<file path="src/rtl/palette_arbiter.sv">
// -----------------------------------------------------------------------------
// palette_arbiter
//
// Shares one combinational palette lookup among NREQ requesters. One request
// is granted per cycle; the palette colour for the granted index is captured
// into a single response register that the consumer drains with a
// valid/ready handshake. A new lookup may be accepted in the same cycle the
// held response is taken, so one lookup per cycle is sustained.
//
// Optional feature macro: PALETTE_RR_EN
//   undefined : fixed priority, lowest requester number wins
//   defined   : round-robin, search starts after the last granted requester
//
// Ports
//   Clk           clock, all state on rising edge
//   Reset         synchronous active-high reset
//   req_valid     [NREQ]       requester i has a lookup pending
//   req_index     [NREQ*IDXW]  index of requester i at [i*IDXW +: IDXW]
//   req_ready     [NREQ]       one-hot grant (combinational)
//   pal_index     [IDXW]       index presented to the shared palette
//   pal_red/green/blue [4]     palette colour for pal_index, same cycle
//   rsp_valid                  response register holds a result
//   rsp_id        [2]          requester that owns the response
//   rsp_rgb       [12]         {red, green, blue} of the response
//   rsp_ready                  consumer takes the response
//   lookup_count  [16]         number of accepted lookups, wraps
// -----------------------------------------------------------------------------
module palette_arbiter #(
    parameter int NREQ = 3,
    parameter int IDXW = 8
) (
    input  logic                   Clk,
    input  logic                   Reset,
    input  logic [NREQ-1:0]        req_valid,
    input  logic [NREQ*IDXW-1:0]   req_index,
    output logic [NREQ-1:0]        req_ready,
    output logic [IDXW-1:0]        pal_index,
    input  logic [3:0]             pal_red,
    input  logic [3:0]             pal_green,
    input  logic [3:0]             pal_blue,
    output logic                   rsp_valid,
    output logic [1:0]             rsp_id,
    output logic [11:0]            rsp_rgb,
    input  logic                   rsp_ready,
    output logic [15:0]            lookup_count
);

    typedef enum logic {EMPTY = 1'b0, FULL = 1'b1} state_t;

    state_t            r_state;
    logic [1:0]        r_rsp_id;
    logic [11:0]       r_rsp_rgb;
    logic [IDXW-1:0]   r_pal_index;
    logic [15:0]       r_count;

    logic [2:0]        w_pick;      // {found, requester number}
    logic [1:0]        w_sel_id;
    logic              w_grant_en;
    logic              w_accept;
    logic [IDXW-1:0]   w_req_idx;

`ifdef PALETTE_RR_EN
    logic [1:0]        r_ptr;

    // Scan offsets from the far end down to ptr+1 so the nearest
    // candidate after the pointer is the last (winning) assignment.
    function automatic logic [2:0] pick_rr(input logic [NREQ-1:0] v,
                                           input logic [1:0] ptr);
        logic [2:0] res;
        int         c;
        res = '0;
        for (int k = NREQ; k >= 1; k--) begin
            c = (int'(ptr) + k) % NREQ;
            if (v[c]) res = {1'b1, 2'(c)};
        end
        return res;
    endfunction

    assign w_pick = pick_rr(req_valid, r_ptr);

    always_ff @(posedge Clk) begin
        if (Reset)
            r_ptr <= 2'(NREQ - 1);
        else if (w_accept)
            r_ptr <= w_sel_id;
    end
`else
    // Descending scan: the lowest pending requester is written last and wins.
    function automatic logic [2:0] pick_fixed(input logic [NREQ-1:0] v);
        logic [2:0] res;
        res = '0;
        for (int i = NREQ - 1; i >= 0; i--) begin
            if (v[i]) res = {1'b1, 2'(i)};
        end
        return res;
    endfunction

    assign w_pick = pick_fixed(req_valid);
`endif

    assign w_sel_id   = w_pick[1:0];
    // The response slot is free when empty, or when it drains this cycle.
    assign w_grant_en = (r_state == EMPTY) || rsp_ready;
    assign w_accept   = w_grant_en && w_pick[2] && !Reset;
    assign w_req_idx  = req_index[int'(w_sel_id)*IDXW +: IDXW];

    assign req_ready  = w_accept ? (NREQ'(1) << w_sel_id) : '0;
    // Index is not registered on the way out: the palette answers in the
    // grant cycle. Without a grant the previous index is held.
    assign pal_index  = w_accept ? w_req_idx : r_pal_index;

    assign rsp_valid    = (r_state == FULL);
    assign rsp_id       = r_rsp_id;
    assign rsp_rgb      = r_rsp_rgb;
    assign lookup_count = r_count;

    always_ff @(posedge Clk) begin
        if (Reset) begin
            r_state     <= EMPTY;
            r_rsp_id    <= '0;
            r_rsp_rgb   <= '0;
            r_pal_index <= '0;
            r_count     <= '0;
        end else if (w_accept) begin
            r_state     <= FULL;
            r_rsp_id    <= w_sel_id;
            r_rsp_rgb   <= {pal_red, pal_green, pal_blue};
            r_pal_index <= w_req_idx;
            r_count     <= r_count + 16'd1;
        end else if (r_state == FULL && rsp_ready) begin
            r_state     <= EMPTY;
        end
    end

endmodule

</file>
<file path="config.mk">
export PLATFORM = sky130hd
export DESIGN_NAME = palette_arbiter
export DESIGN_NICKNAME = d
export VERILOG_FILES = /design/src/rtl/palette_arbiter.sv
export SDC_FILE = /design/constraint.sdc
export NUM_CORES = 1
export LEC_CHECK = 0
export BUFFER_PORTS_ARGS = -buffer_cell sky130_fd_sc_hd__buf_2
export CAP_MARGIN = 15
export CORE_MARGIN = 10
export CORE_UTILIZATION = 50
export CTS_BUF_LIST = sky130_fd_sc_hd__clkbuf_16
export DETAILED_ROUTE_END_ITERATION = 6
export PLACE_DENSITY = 0.95
export REMOVE_ABC_BUFFERS = 1
export SETUP_SLACK_MARGIN = 0.1
export SYNTH_ARGS = -nofsm -noshare
export SYNTH_HDL_FRONTEND = slang
export SYNTH_SLANG_ARGS = --single-unit
</file>
<file path="constraint.sdc">
create_clock -name Clk -period 3.1 [get_ports Clk]
set_input_delay 0.155 -clock Clk [delete_from_list [all_inputs] [get_ports Clk]]
set_output_delay 0.155 -clock Clk [all_outputs]
set_load 0.05 [all_outputs]
</file>
==> results.md <==
- Of the post-synthesis cell area, the dominant cell type holds 0.423.
- The initial antenna violation count is 0.
- Counting flops with a built-in enable in the synthesized netlist gives 0.
- The post-cts sizing count is 0.
- The internal power of the cells totals 904 µW.
- The power dissipated by switching net loads is 419 µW.
- The aggregate global-route resource usage is 0.162.
- Of the synthesized area, sequential elements account for 0.423.
- The number of different library cells in the post-synthesis netlist is 35.
- The largest net degree at the start of global routing is 32.
- The chip width is 80.8 µm.
- VDD sags by at most 0.349 mV.
- Max-cap violations in this run came to 0.
- The cell count after synthesis came out at 233.
- The start point of the worst hold path is pal_blue[2].
- The H-tree level count is 2.
- The half-perimeter wire length after detailed placement is 3.84 mm.
- STA classifies the critical path endpoint as a primary output.
- TritonCTS built the clock tree.
- The number of cells on the worst hold path is 3.
- For this design the ratio of total power to cell area is 551 nW/µm².
- By area the synthesized netlist is led by sky130_fd_sc_hd__dfxtp_1, sky130_fd_sc_hd__nand2_1, sky130_fd_sc_hd__nand3_1.
- Counting flops with an async set or reset pin after synthesis yields a share of 0.
- The fill cell instance count of the final layout is 314.
- Setup violations remaining at the end of the flow were counted as 0.
- The total of hold buffers inserted after clock tree synthesis is 0.
- The final-stage net count is 350.
- The cell area after placement is 2260 µm².
- The Yosys step of the flow raised 0 warnings.
- The number of clock buffers inserted by TritonCTS is 5.
- The depth of the worst register-to-register path is 3.
- The count of standard-cell rows is 22.
- The headroom to the max-slew limit is 0.545.
- The final design instance area without fill is 2400 µm².
- The min-delay analysis places its worst path in the category in2reg.
- The switching portion of total power is 0.317.
- On the final layout, the worst clock skew is 0.00478 ns.
- The worst setup path category is reg2out.
- The root buffer cell chosen for the clock tree is sky130_fd_sc_hd__clkbuf_16.
- Summing every instance area after synthesis gives 1850 µm².
- The pre-antenna-repair detailed-routing pass consisted of 4 iterations.
- The height of the chip is 80.8 µm.
- The number of synthesized register bits is 39.
- Clock-pin slew was measured on the worst setup and hold paths at 0.06 ns.
- The port buffer count is 83.
- The total count of max-transition violations in the final report came to 0.
- The total leakage power is 0.00113 µW.
- The prevailing post-synth register cell is sky130_fd_sc_hd__dfxtp_1.
- The post-CTS setup buffer count is 0.
- The post-detailed-route via-to-cell ratio is 5.33.
- Derived from the worst setup path, the maximum achievable clock frequency is 446 MHz.
- STA classifies the critical path startpoint as a flop.
- The sequential group share of total power is 0.412.
- The highest net fanout along the worst path is 14.
- The share of total power dissipated in combinational logic is 0.221.
- 0 antenna diodes ended up in the layout.
- The beginning of the worst register-to-register path is lookup_count[3].
- After detailed routing, the average wire length per cell comes to 14.3 µm.
- The ratio of cells with drive above 1 in the final layout is 0.312.
- The remaining antenna violation count after routing is 0.
- The total overflow left after global routing is 0.
- The floorplan step defined a core boundary enclosing 3610 µm².
- The worst hold path endpoint is rsp_rgb[2].
- The remaining routing DRC violations is 0.
- In this run, the number of DRC markers left after iteration 0 of detailed routing was 150.
- The cell type with the largest total area after synthesis is sky130_fd_sc_hd__dfxtp_1.
- The congestion estimate from routability-driven global placement came to 0.772.
- The capture instance of the worst register-to-register path is lookup_count[15].
- The layout overhead on the synthesized area is 30.0%.
- The first global-routing pass estimated 8.56 mm of wire.
- At the worst endpoint, the required time is 2.94 ns.
- At the pin with the least slew margin, the transition time is 0.680 ns.
- The worst path in the final design needs a cycle of 2.24 ns, including I/O delays and setup.
- The routed layout has 1,899 vias.
- The initial core utilization is 0.512.
- Of the total power, the clock network draws 0.367.
- The top-level I/O count is 84.
- The run finished with clean final reports.
- Data on the critical path arrives at its endpoint at 2.09 ns.
- The share of the clock period used by the worst path after layout is 0.724.
- Setup repair after global routing left no endpoint under its margin.
- The via count of the first global-routing pass is 1,936.
- For flop-to-flop paths, the worst setup slack is 1.16 ns.
- The number of buffers between clock root and the deepest sink is 2.
- After detailed routing, the total wire length is 5.09 mm.
- The number of hold violations in the final report was 0.
- Across all hold checks on the routed design, the worst slack comes to 0.0561 ns.
- The number of clock sinks seen by CTS is 39.
- The later pin in the worst-skew pair is clocked with a latency of 0.28 ns.
- The mean instance size in the synthesized netlist is 7.93 µm².
- The die area is 6520 µm².
## layout make-up
type | count | area, µm² | share of cell area
well taps | 48 | 60.1 | 0.0250
multi-input cells | 172 | 977 | 0.407
clock inverters | 3 | 16.3 | 0.00677
clock buffers | 5 | 125 | 0.0521
flip-flops and latches | 39 | 781 | 0.325
repair buffers | 84 | 423 | 0.176
inverters | 5 | 18.8 | 0.00782
## through the flow
stage	power (µW)	util	worst slack (ns)	std cells	TNS, ns
global route	1380	0.666	0.646	356	0
finish	1320	0.666	0.857	356	0
CTS	1330	0.666	0.868	356	0
global placement	846	0.627	1.02	348	0
detailed placement	851	0.627	0.971	348	0
floorplan	756	-	-0.202	216	-1.42
## routing by layer
layer	track usage	routed length, µm	up-vias
li1	-	-	972
met1	0.172	2000	850
met2	0.268	2410	68
met3	0.0806	595	9
met4	0.0675	82	0
met5	0	0	-
## critical path: stages, from the launching register on
cell	delay, ns
sky130_fd_sc_hd__dfxtp_1	0.31
sky130_fd_sc_hd__nand2b_1	0.31
sky130_fd_sc_hd__nand3_1	0.51
sky130_fd_sc_hd__nor3_1	0.39
sky130_fd_sc_hd__nor2_1	0.08
sky130_fd_sc_hd__buf_2	0.21
## cells in the mapped netlist (3+ instances only)
| library cell | n |
|---|---|
| sky130_fd_sc_hd__a21o_1 | 9 |
| sky130_fd_sc_hd__nor2_1 | 7 |
| sky130_fd_sc_hd__inv_1 | 4 |
| sky130_fd_sc_hd__a31oi_1 | 14 |
| sky130_fd_sc_hd__o21ai_0 | 3 |
| sky130_fd_sc_hd__dfxtp_1 | 39 |
| sky130_fd_sc_hd__nor3_1 | 4 |
| sky130_fd_sc_hd__a21oi_1 | 13 |
| sky130_fd_sc_hd__nand3b_1 | 8 |
| sky130_fd_sc_hd__buf_2 | 3 |
| sky130_fd_sc_hd__o31ai_1 | 7 |
| sky130_fd_sc_hd__clkbuf_1 | 13 |
| sky130_fd_sc_hd__or4_1 | 7 |
| sky130_fd_sc_hd__nand3_1 | 18 |
| sky130_fd_sc_hd__or3_1 | 5 |
| sky130_fd_sc_hd__and2_1 | 7 |
| sky130_fd_sc_hd__nand2_1 | 48 |
## cell usage in the layout, fill, tap and decap left out, types with 7 or more instances in the layout
cell type	n
sky130_fd_sc_hd__and2_1	7
sky130_fd_sc_hd__dfxtp_1	39
sky130_fd_sc_hd__or4_1	7
sky130_fd_sc_hd__buf_2	83
sky130_fd_sc_hd__a21oi_1	13
sky130_fd_sc_hd__o31ai_1	7
sky130_fd_sc_hd__nand2_1	48
sky130_fd_sc_hd__nand3b_1	8
sky130_fd_sc_hd__nand3_1	18
sky130_fd_sc_hd__nor2_1	7
sky130_fd_sc_hd__a21o_1	9
sky130_fd_sc_hd__a31oi_1	14
## worst max-delay path by stage
stage / start / end / slack [ns] / cells after the start
5_1_grt: rsp_valid / pal_index[6] / 0.65 / 5
3_3_place_gp: Reset / pal_index[6] / 1.02 / 6
6_report: rsp_valid / pal_index[6] / 0.86 / 5
2_1_floorplan: rsp_valid / r_pal_index[0] / -0.20 / 4
3_5_place_dp: Reset / pal_index[6] / 0.97 / 6
4_1_cts: rsp_valid / pal_index[6] / 0.87 / 5
## flip-flops by register name (all words and copies together), names as in the netlist
signal / cells
r_pal_index: 8
rsp_rgb: 12
rsp_valid: 1
rsp_id: 2
lookup_count: 16
## power groups by stage
stage                     registers (µW)  clock network, µW  logic (µW)
after floorplan                      627                  0         129
after detailed placement             557                  0         294
after global routing                 549                518         318
final                                545                485         292
after CTS                            545                494         295
after global placement               555                  0         291
## kinds of logic after synthesis
| kind of cell | after synthesis | synth area share |
|---|---|---|
| DFF | 39 | 0.423 |
| buffers and inverters | 22 | 0.0508 |
| and+or+nand+nor | 117 | 0.329 |
| adders and majority gates | 1 | 0.00677 |
| muxes | 1 | 0.00610 |
| xor gates and xnor gates | 2 | 0.00949 |
| AOI/OAI and AO/OA | 51 | 0.175 |
(Power assumes the default switching activity.)
